### config.mk
export PLATFORM = sky130hd
export DESIGN_NAME = mult_result_buffer
export DESIGN_NICKNAME = d
export VERILOG_FILES = /design/src/rtl/mult_result_buffer.sv
export SDC_FILE = /design/constraint.sdc
export NUM_CORES = 1
export LEC_CHECK = 0
export BUFFER_PORTS_ARGS = -buffer_cell sky130_fd_sc_hd__clkbuf_2
export CAP_MARGIN = 20
export CORE_UTILIZATION = 35
export CTS_BUF_LIST = sky130_fd_sc_hd__clkbuf_16
export DETAILED_ROUTE_END_ITERATION = 6
export PLACE_DENSITY = 0.65
export SLEW_MARGIN = 20
export SYNTH_ARGS = -nofsm -noshare
export SYNTH_HDL_FRONTEND = slang
export SYNTH_SLANG_ARGS = --single-unit
### constraint.sdc
create_clock -name i_clk -period 3.8 [get_ports i_clk]
set_clock_uncertainty 0.15 [all_clocks]
set_input_delay 0.76 -clock i_clk [delete_from_list [all_inputs] [get_ports i_clk]]
set_output_delay 0.76 -clock i_clk [all_outputs]
set_load 0.05 [all_outputs]
### src/rtl/mult_result_buffer.sv
// Result FIFO behind a multiplier: captures one product per rising edge of
// i_stop and presents the oldest entry first-word-fall-through.
module mult_result_buffer #(
  parameter int DW    = 16,
  parameter int DEPTH = 4
) (
  input  logic                     i_clk,
  input  logic                     i_rst,
  input  logic                     i_stop,
  input  logic [DW-1:0]            i_product,
  input  logic                     i_ready,
  input  logic                     i_clr_ovf,
  output logic [DW-1:0]            o_data,
  output logic                     o_valid,
  output logic [$clog2(DEPTH):0]   o_count,
  output logic                     o_full,
  output logic                     o_empty,
  output logic                     o_overflow
);

  localparam int AW = $clog2(DEPTH);
  localparam int CW = AW + 1;
  localparam logic [CW-1:0] FULL_CNT = CW'(DEPTH);

  logic [DW-1:0] mem_q [DEPTH];
  logic [DW-1:0] mem_d [DEPTH];
  logic [AW-1:0] wr_ptr_q, wr_ptr_d;
  logic [AW-1:0] rd_ptr_q, rd_ptr_d;
  logic [CW-1:0] count_q, count_d;
  logic          stop_q, stop_d;
  logic          ovf_q, ovf_d;

  logic capture;
  logic pop;
  logic full;
  logic empty;
  logic wr_en;
  logic drop;

  assign full  = (count_q == FULL_CNT);
  assign empty = (count_q == '0);

  // Handshake: an entry leaves on a rising edge where o_valid and i_ready are
  // both high; o_data holds steady while o_valid is high and i_ready is low.
  always_comb begin
    capture  = i_stop & ~stop_q;
    pop      = ~empty & i_ready;
    wr_en    = capture & (~full | pop);
    drop     = capture & full & ~pop;
    stop_d   = i_stop;
    wr_ptr_d = wr_ptr_q;
    rd_ptr_d = rd_ptr_q;
    count_d  = count_q;
    ovf_d    = ovf_q;
    mem_d    = mem_q;

    if (wr_en) begin
      mem_d[wr_ptr_q] = i_product;
      wr_ptr_d        = wr_ptr_q + AW'(1);
    end
    if (pop) begin
      rd_ptr_d = rd_ptr_q + AW'(1);
    end
    if (wr_en && !pop) begin
      count_d = count_q + CW'(1);
    end else if (pop && !wr_en) begin
      count_d = count_q - CW'(1);
    end

    // A fresh drop on the same edge as a clear leaves the flag set.
    if (i_clr_ovf) begin
      ovf_d = 1'b0;
    end
    if (drop) begin
      ovf_d = 1'b1;
    end
  end

  always_ff @(posedge i_clk or negedge i_rst) begin
    if (!i_rst) begin
      wr_ptr_q <= '0;
      rd_ptr_q <= '0;
      count_q  <= '0;
      stop_q   <= 1'b0;
      ovf_q    <= 1'b0;
    end else begin
      wr_ptr_q <= wr_ptr_d;
      rd_ptr_q <= rd_ptr_d;
      count_q  <= count_d;
      stop_q   <= stop_d;
      ovf_q    <= ovf_d;
    end
  end

  // Storage is left out of reset; the zero count masks stale contents.
  always_ff @(posedge i_clk) begin
    mem_q <= mem_d;
  end

  assign o_data     = empty ? '0 : mem_q[rd_ptr_q];
  assign o_valid    = ~empty;
  assign o_count    = count_q;
  assign o_full     = full;
  assign o_empty    = empty;
  assign o_overflow = ovf_q;

endmodule

==> flow_summary.json, run 1 <==
{
  "outcome": "finished, final reports clean",
  "seq_area_frac_synth": 0.728,
  "nFillCells": 726,
  "drt_wl_total_mm": 4.67,
  "dieArea_um2": 8800,
  "powerDensity_nw_per_um2": 874,
  "num_vias": 1423,
  "multi_input_area_um2": 732,
  "rsz0062_at_grt": "false",
  "ff2ff_setup_slack_ns": 1.16,
  "layout_commonest_cell": "edfxtp_1",
  "cts-resized-gates": 0,
  "drc": 0,
  "start_util": 0.361,
  "area_delta_synth_final_pct": 20.4,
  "irDropWorstVdd_v": 0.000497,
  "synth.yosys.warnings": 0,
  "worstRegToRegCells": 8,
  "drv_slew": 0,
  "worstMarginPinSlew_ns": 0.881,
  "fmax_mhz": 319,
  "hold_path.class": "in2async",
  "synth-simple-area-share": 0.0577,
  "io_buffer_count": 43,
  "tns_ns": 0,
  "ys_ff_latch": 73,
  "tritoncts": "done",
  "fin_crit_ns": 3.14,
  "rows": 33,
  "p_clk_frac": 0.259,
  "synth-xor-area-share": 0.0178,
  "grt_overflow": 0,
  "r2r-end": "o_count[2]",
  "gp_congestion": 0.639,
  "drive_gt1_frac": 0.348,
  "cp_max_fo": 11,
  "grt_use_total": 0.121,
  "finalCritPeriodShare": 0.825,
  "power_leakage_uw": 0.00132,
  "clock_latency_ns": 0.32,
  "grt_max_degree": 21,
  "grt_pass1_vias": 1433,
  "crit_path_end_kind": "output port",
  "power_uw": 3100,
  "hold_buffers": 0,
  "synthDistinctLibCells": 25,
  "hpwl_mm": 3.09,
  "path_class": "reg2out",
  "synth_area_um2": 2950,
  "p_comb_frac": 0.385,
  "syn_area_per_cell_um2": 20.5,
  "firstDrtPassIters": 4,
  "start_kind": "flop",
  "p_int_uw": 1890,
  "synth_top_family_by_area": "multiplexers",
  "htree_levels": 3,
  "regArea_um2": 2150,
  "synth.area.mux_share": 0.140,
  "antenna_found_initial": 0,
  "post_drt_wl_per_cell_um": 15.4,
  "pwr-share-seq": 0.356,
  "maxSlewHeadroom": 0.412,
  "drv_cap": 0,
  "grt_first_pass_wirelength_mm": 7.48,
  "synth_compound_area_frac": 0.00466,
  "dr.first_iter.drc_count": 85,
  "die_x_um": 93.8,
  "finish.net_count": 220,
  "cts_buffers": 9,
  "antenna_left": 0,
  "clk_path_buf_depth": 2,
  "clockRootBuffer": "clkbuf_16",
  "p_sw_uw": 1220,
  "die_h_um": 93.8,
  "coreArea_um2": 8180,
  "finalHoldViolations": 0,
  "syn_nets": 171,
  "io_pins": 44,
  "setup_viol_count_final": 0,
  "synth_adder_area_share": 0.0280,
  "post_cts_buffers": 0,
  "cts_sinks": 73,
  "swShare": 0.392,
  "layout_common_cells": "edfxtp_1, clkbuf_2, and2_1",
  "antenna_cells": 0,
  "r2r-start": "o_count[1]",
  "required_ns": 2.89,
  "cp_data_arrival_time_ns": 2.23,
  "post_drt_via_cell_ratio": 4.70,
  "synthCells": 144,
  "clk_pin_slew_ns": 0.06
}
## metrics by stage
step	area, um^2	worst slack (ns)	std cells	hold WS, ns	utilization
finish	3550	0.664	303	0.130	0.434
global route	3550	0.522	303	0.132	0.434
CTS	3550	0.608	303	0.129	0.434
detailed placement	3260	0.960	287	0.354	0.398
global placement	3260	0.964	287	0.346	0.398
floorplan	2950	0.871	144	0.314	-
## critical path, cell delays in order (launching register included)
cell	delay, ns
dfrtp_1	0.66
buf_4	0.32
mux4_2	0.53
and2_1	0.17
clkbuf_2	0.23
## registers in the layout, summed over array words and instances, names as in the netlist
register and count:
wr_ptr_q 2, o_count 3, mem_q 64, stop_q 1
rd_ptr_q 2, o_overflow 1
## cell families (layout without fill, tap and decap cells)
| kind of cell | count (synthesis) | count (layout) |
|---|---|---|
| DFF | 73 | 73 |
| and+or+nand+nor | 27 | 27 |
| muxes | 18 | 18 |
| buffers and inverters | 12 | 66 |
| adders and majority gates | 6 | 6 |
| xor gates and xnor gates | 6 | 6 |
| AOI/OAI and AO/OA | 2 | 2 |
## worst max path at each step
stage / cells after the start / slack, ns / to / startpoint
after floorplan: 6 / 0.87 / o_count[1] / o_count[2]
after global placement: 4 / 0.96 / o_data[9] / rd_ptr_q[0]
after detailed placement: 4 / 0.96 / o_data[5] / rd_ptr_q[0]
after CTS: 4 / 0.61 / o_data[5] / rd_ptr_q[0]
after global routing: 4 / 0.52 / o_data[5] / rd_ptr_q[0]
final: 4 / 0.66 / o_data[5] / rd_ptr_q[0]
## power groups by stage
stage	Clock [uW]	Combinational, uW	Sequential [uW]
global placement	0	1210	1120
global route	861	1280	1120
CTS	825	1220	1110
finish	804	1190	1100
detailed placement	0	1210	1130
floorplan	0	991	1110
## Yosys cell counts, drive strengths merged
| library cell | count | area, um^2 |
|---|---|---|
| or3 | 1 | 6.26 |
| nand2 | 1 | 3.75 |
| fa | 1 | 20.0 |
| ha | 5 | 62.6 |
| edfxtp | 64 | 1920 |
| a21oi | 1 | 8.76 |
| nand3 | 1 | 5.00 |
| clkbuf | 2 | 7.51 |
| mux4 | 16 | 390 |
| mux2 | 2 | 22.5 |
| dfrtp | 9 | 225 |
| nor2 | 1 | 3.75 |
| xnor2 | 4 | 35.0 |
| inv | 6 | 22.5 |
| xor2 | 2 | 17.5 |
| nand2b | 1 | 6.26 |
| buf | 4 | 41.3 |
| and2 | 20 | 125 |
| o21ai | 1 | 5.00 |
| nand3b | 1 | 7.51 |
| nor3b | 1 | 12.5 |
## area by class of cell
| cell class | count | area share |
|---|---|---|
| clock buffer | 9 | 0.0634 |
| inverter | 6 | 0.00634 |
| clock inverter | 7 | 0.0201 |
| multi-input combinational | 59 | 0.206 |
| sequential | 73 | 0.604 |
| timing repair buffer | 44 | 0.0627 |
| tap | 105 | 0.0370 |
## per-layer routing
| metal | part of all wire | GRT usage |
|---|---|---|
| met3 | 0.052 | 0.0332 |
| met4 | 0.0077 | 0.0731 |
| met1 | 0.43 | 0.144 |
| met2 | 0.51 | 0.194 |
| met5 | 0 | 0 |
Note: power is estimated with default switching activity, not from simulation.
==> inputs of run 2 (changes only) <==
--- a/config.mk
+++ b/config.mk
@@ -10,7 +10,7 @@
 export CORE_UTILIZATION = 35
 export CTS_BUF_LIST = sky130_fd_sc_hd__clkbuf_16
 export DETAILED_ROUTE_END_ITERATION = 6
-export PLACE_DENSITY = 0.65
+export PLACE_DENSITY = 0.67
 export SLEW_MARGIN = 20
 export SYNTH_ARGS = -nofsm -noshare
 export SYNTH_HDL_FRONTEND = slang
==> constraint.sdc (replaced) <==
create_clock -name i_clk -period 2.75 [get_ports i_clk]
set_clock_uncertainty 0.15 [all_clocks]
set_input_delay 0.55 -clock i_clk [delete_from_list [all_inputs] [get_ports i_clk]]
set_output_delay 0.55 -clock i_clk [all_outputs]
set_load 0.05 [all_outputs]
==> run 2 against run 1 <==
  * Register-to-register slack got worse by 0.68 ns
  * Hold slack improved by 0.074 ns
  * First-iteration DRC count decreased by 65%
  * Routed wire length increased by 5.7%
  * Cell area increased by 2.6%
  * Core utilization increased by 1.1 points
  * Via count increased by 1.5%
  * Largest cell class unchanged
==> flow_summary.json, run 2 (synthesis results as in run 1) <==
{
  "crit_chain": "buf_12 -> mux4_1 -> and2_1 -> clkbuf_2",
  "drv_cap": 0,
  "io_pins": 44,
  "die_h_um": 93.8,
  "io_buffer_count": 43,
  "irDropWorstVdd_v": 0.000446,
  "largest_register": "mem_q",
  "hold_start": "i_stop",
  "finalCritPeriodShare": 0.949,
  "hpwl_mm": 3.23,
  "cp_max_fo": 16,
  "clockRootBuffer": "clkbuf_16",
  "drv_slew": 0,
  "r2r-start": "o_count[1]",
  "crit_buf_inv": 2,
  "cts_buffers": 9,
  "drc": 0,
  "slowest_delay_ns": 0.55,
  "drt_wl_total_mm": 4.93,
  "slowest_stage": "mux4_1",
  "clk_path_buf_depth": 2,
  "power_leakage_uw": 0.00137,
  "path_class": "reg2out",
  "tns_ns": 0,
  "firstDrtPassIters": 3,
  "antenna_found_initial": 0,
  "maxSlewHeadroom": 0.695,
  "antenna_cells": 0,
  "antenna_left": 0,
  "post_drt_via_cell_ratio": 4.65,
  "required_ns": 2.05,
  "coreArea_um2": 8180,
  "layout_commonest_cell": "edfxtp_1",
  "worstMarginPinSlew_ns": 0.457,
  "cts_sinks": 73,
  "grt_overflow": 0,
  "tritoncts": "done",
  "area_delta_synth_final_pct": 23.6,
  "critPathTopFamily": "multiplexers",
  "grt_use_total": 0.127,
  "crit_path_end_kind": "output port",
  "largest_reg_flops": 64,
  "start_kind": "flop",
  "post_drt_wl_per_cell_um": 15.9,
  "num_vias": 1445,
  "holdPathStages": 1,
  "finish.net_count": 228,
  "die_x_um": 93.8,
  "finalHoldViolations": 0,
  "grt_first_pass_wirelength_mm": 7.76,
  "fin_crit_ns": 2.61,
  "drive_gt1_frac": 0.374,
  "worstRegToRegCells": 8,
  "start_util": 0.361,
  "grt_max_degree": 20,
  "swShare": 0.394,
  "gp_congestion": 0.684,
  "layout_common_cells": "edfxtp_1, clkbuf_2, and2_1",
  "min_to": "stop_q",
  "power_uw": 4400,
  "grt_pass1_vias": 1507,
  "clock_latency_ns": 0.32,
  "p_comb_frac": 0.411,
  "ff2ff_setup_slack_ns": 0.48,
  "p_sw_uw": 1730,
  "fmax_mhz": 383,
  "hold_path.class": "in2reg",
  "setup_viol_count_final": 0,
  "rows": 33,
  "r2r-end": "o_count[2]",
  "pwr-share-seq": 0.332,
  "powerDensity_nw_per_um2": 1210,
  "whs_ns": 0.205,
  "dr.first_iter.drc_count": 30,
  "dieArea_um2": 8800,
  "p_int_uw": 2670,
  "cp_data_arrival_time_ns": 1.91,
  "p_clk_frac": 0.257,
  "post_cts_buffers": 0,
  "rsz0062_at_grt": "false",
  "htree_levels": 3,
  "outcome": "finished, final reports clean",
  "clk_pin_slew_ns": 0.06
}
[run 2: worst max-delay path by stage]
stage	cells past startpoint	slack (ns)	end	start
2_1_floorplan	3	0.01	o_data[10]	o_count[0]
3_5_place_dp	9	0.33	o_count[2]	i_ready
3_3_place_gp	9	0.41	o_count[2]	i_ready
4_1_cts	4	0.11	o_data[13]	rd_ptr_q[0]
5_1_grt	4	0.04	o_data[15]	rd_ptr_q[0]
6_report	4	0.14	o_data[13]	rd_ptr_q[0]
[run 2: timing repair]
item,4_1_cts,5_1_grt
endpoints found under the hold margin,9,0
hold buffers,1,0
gates resized for setup,0,0
[run 2: worst register-to-register path, cell delays in order, from the launching register on]
cell and delay (ns):
dfrtp_1 0.45, or3_1 0.42, nand2_1 0.12, ha_1 0.19
inv_1 0.06, fa_1 0.37, xor2_1 0.15, nor2_1 0.12
xor2_1 0.16
[run 2: area by class of cell]
cell class / count / area, um^2
Sequential cell: 73 / 2150
Clock inverter: 7 / 71.3
Inverter: 6 / 22.5
Clock buffer: 9 / 225
Timing Repair Buffer: 52 / 310
Tap cell: 105 / 131
Fill cell: 725 / 4530
Multi-Input combinational cell: 59 / 738
[run 2: metal layers]
layer  track usage  vias to the layer above  wire length [um]  share of wire
met5             0                        -                 0              0
met4        0.0731                        0               121          0.025
met3        0.0388                       10               234          0.047
met2         0.201                       35              2360           0.48
met1         0.154                      723              2220           0.45
li1              -                      677                 -              -
[run 2: per-stage QoR]
| stage | cell area (um^2) | utilization | std cells | worst slack, ns |
|---|---|---|---|---|
| 6_report | 3650 | 0.446 | 311 | 0.141 |
| 3_3_place_gp | 3340 | 0.408 | 294 | 0.411 |
| 3_5_place_dp | 3340 | 0.408 | 294 | 0.333 |
| 4_1_cts | 3650 | 0.446 | 311 | 0.110 |
| 5_1_grt | 3650 | 0.446 | 311 | 0.0384 |
| 2_1_floorplan | 2960 | - | 144 | 0.0135 |
[run 2: power groups by stage]
| stage | Combinational [uW] | Clock, uW | Sequential [uW] |
|---|---|---|---|
| 6_report | 1810 | 1130 | 1460 |
| 5_1_grt | 1940 | 1190 | 1480 |
| 4_1_cts | 1840 | 1150 | 1460 |
| 3_5_place_dp | 1840 | 0 | 1480 |
| 3_3_place_gp | 1840 | 0 | 1480 |
| 2_1_floorplan | 1380 | 0 | 1540 |
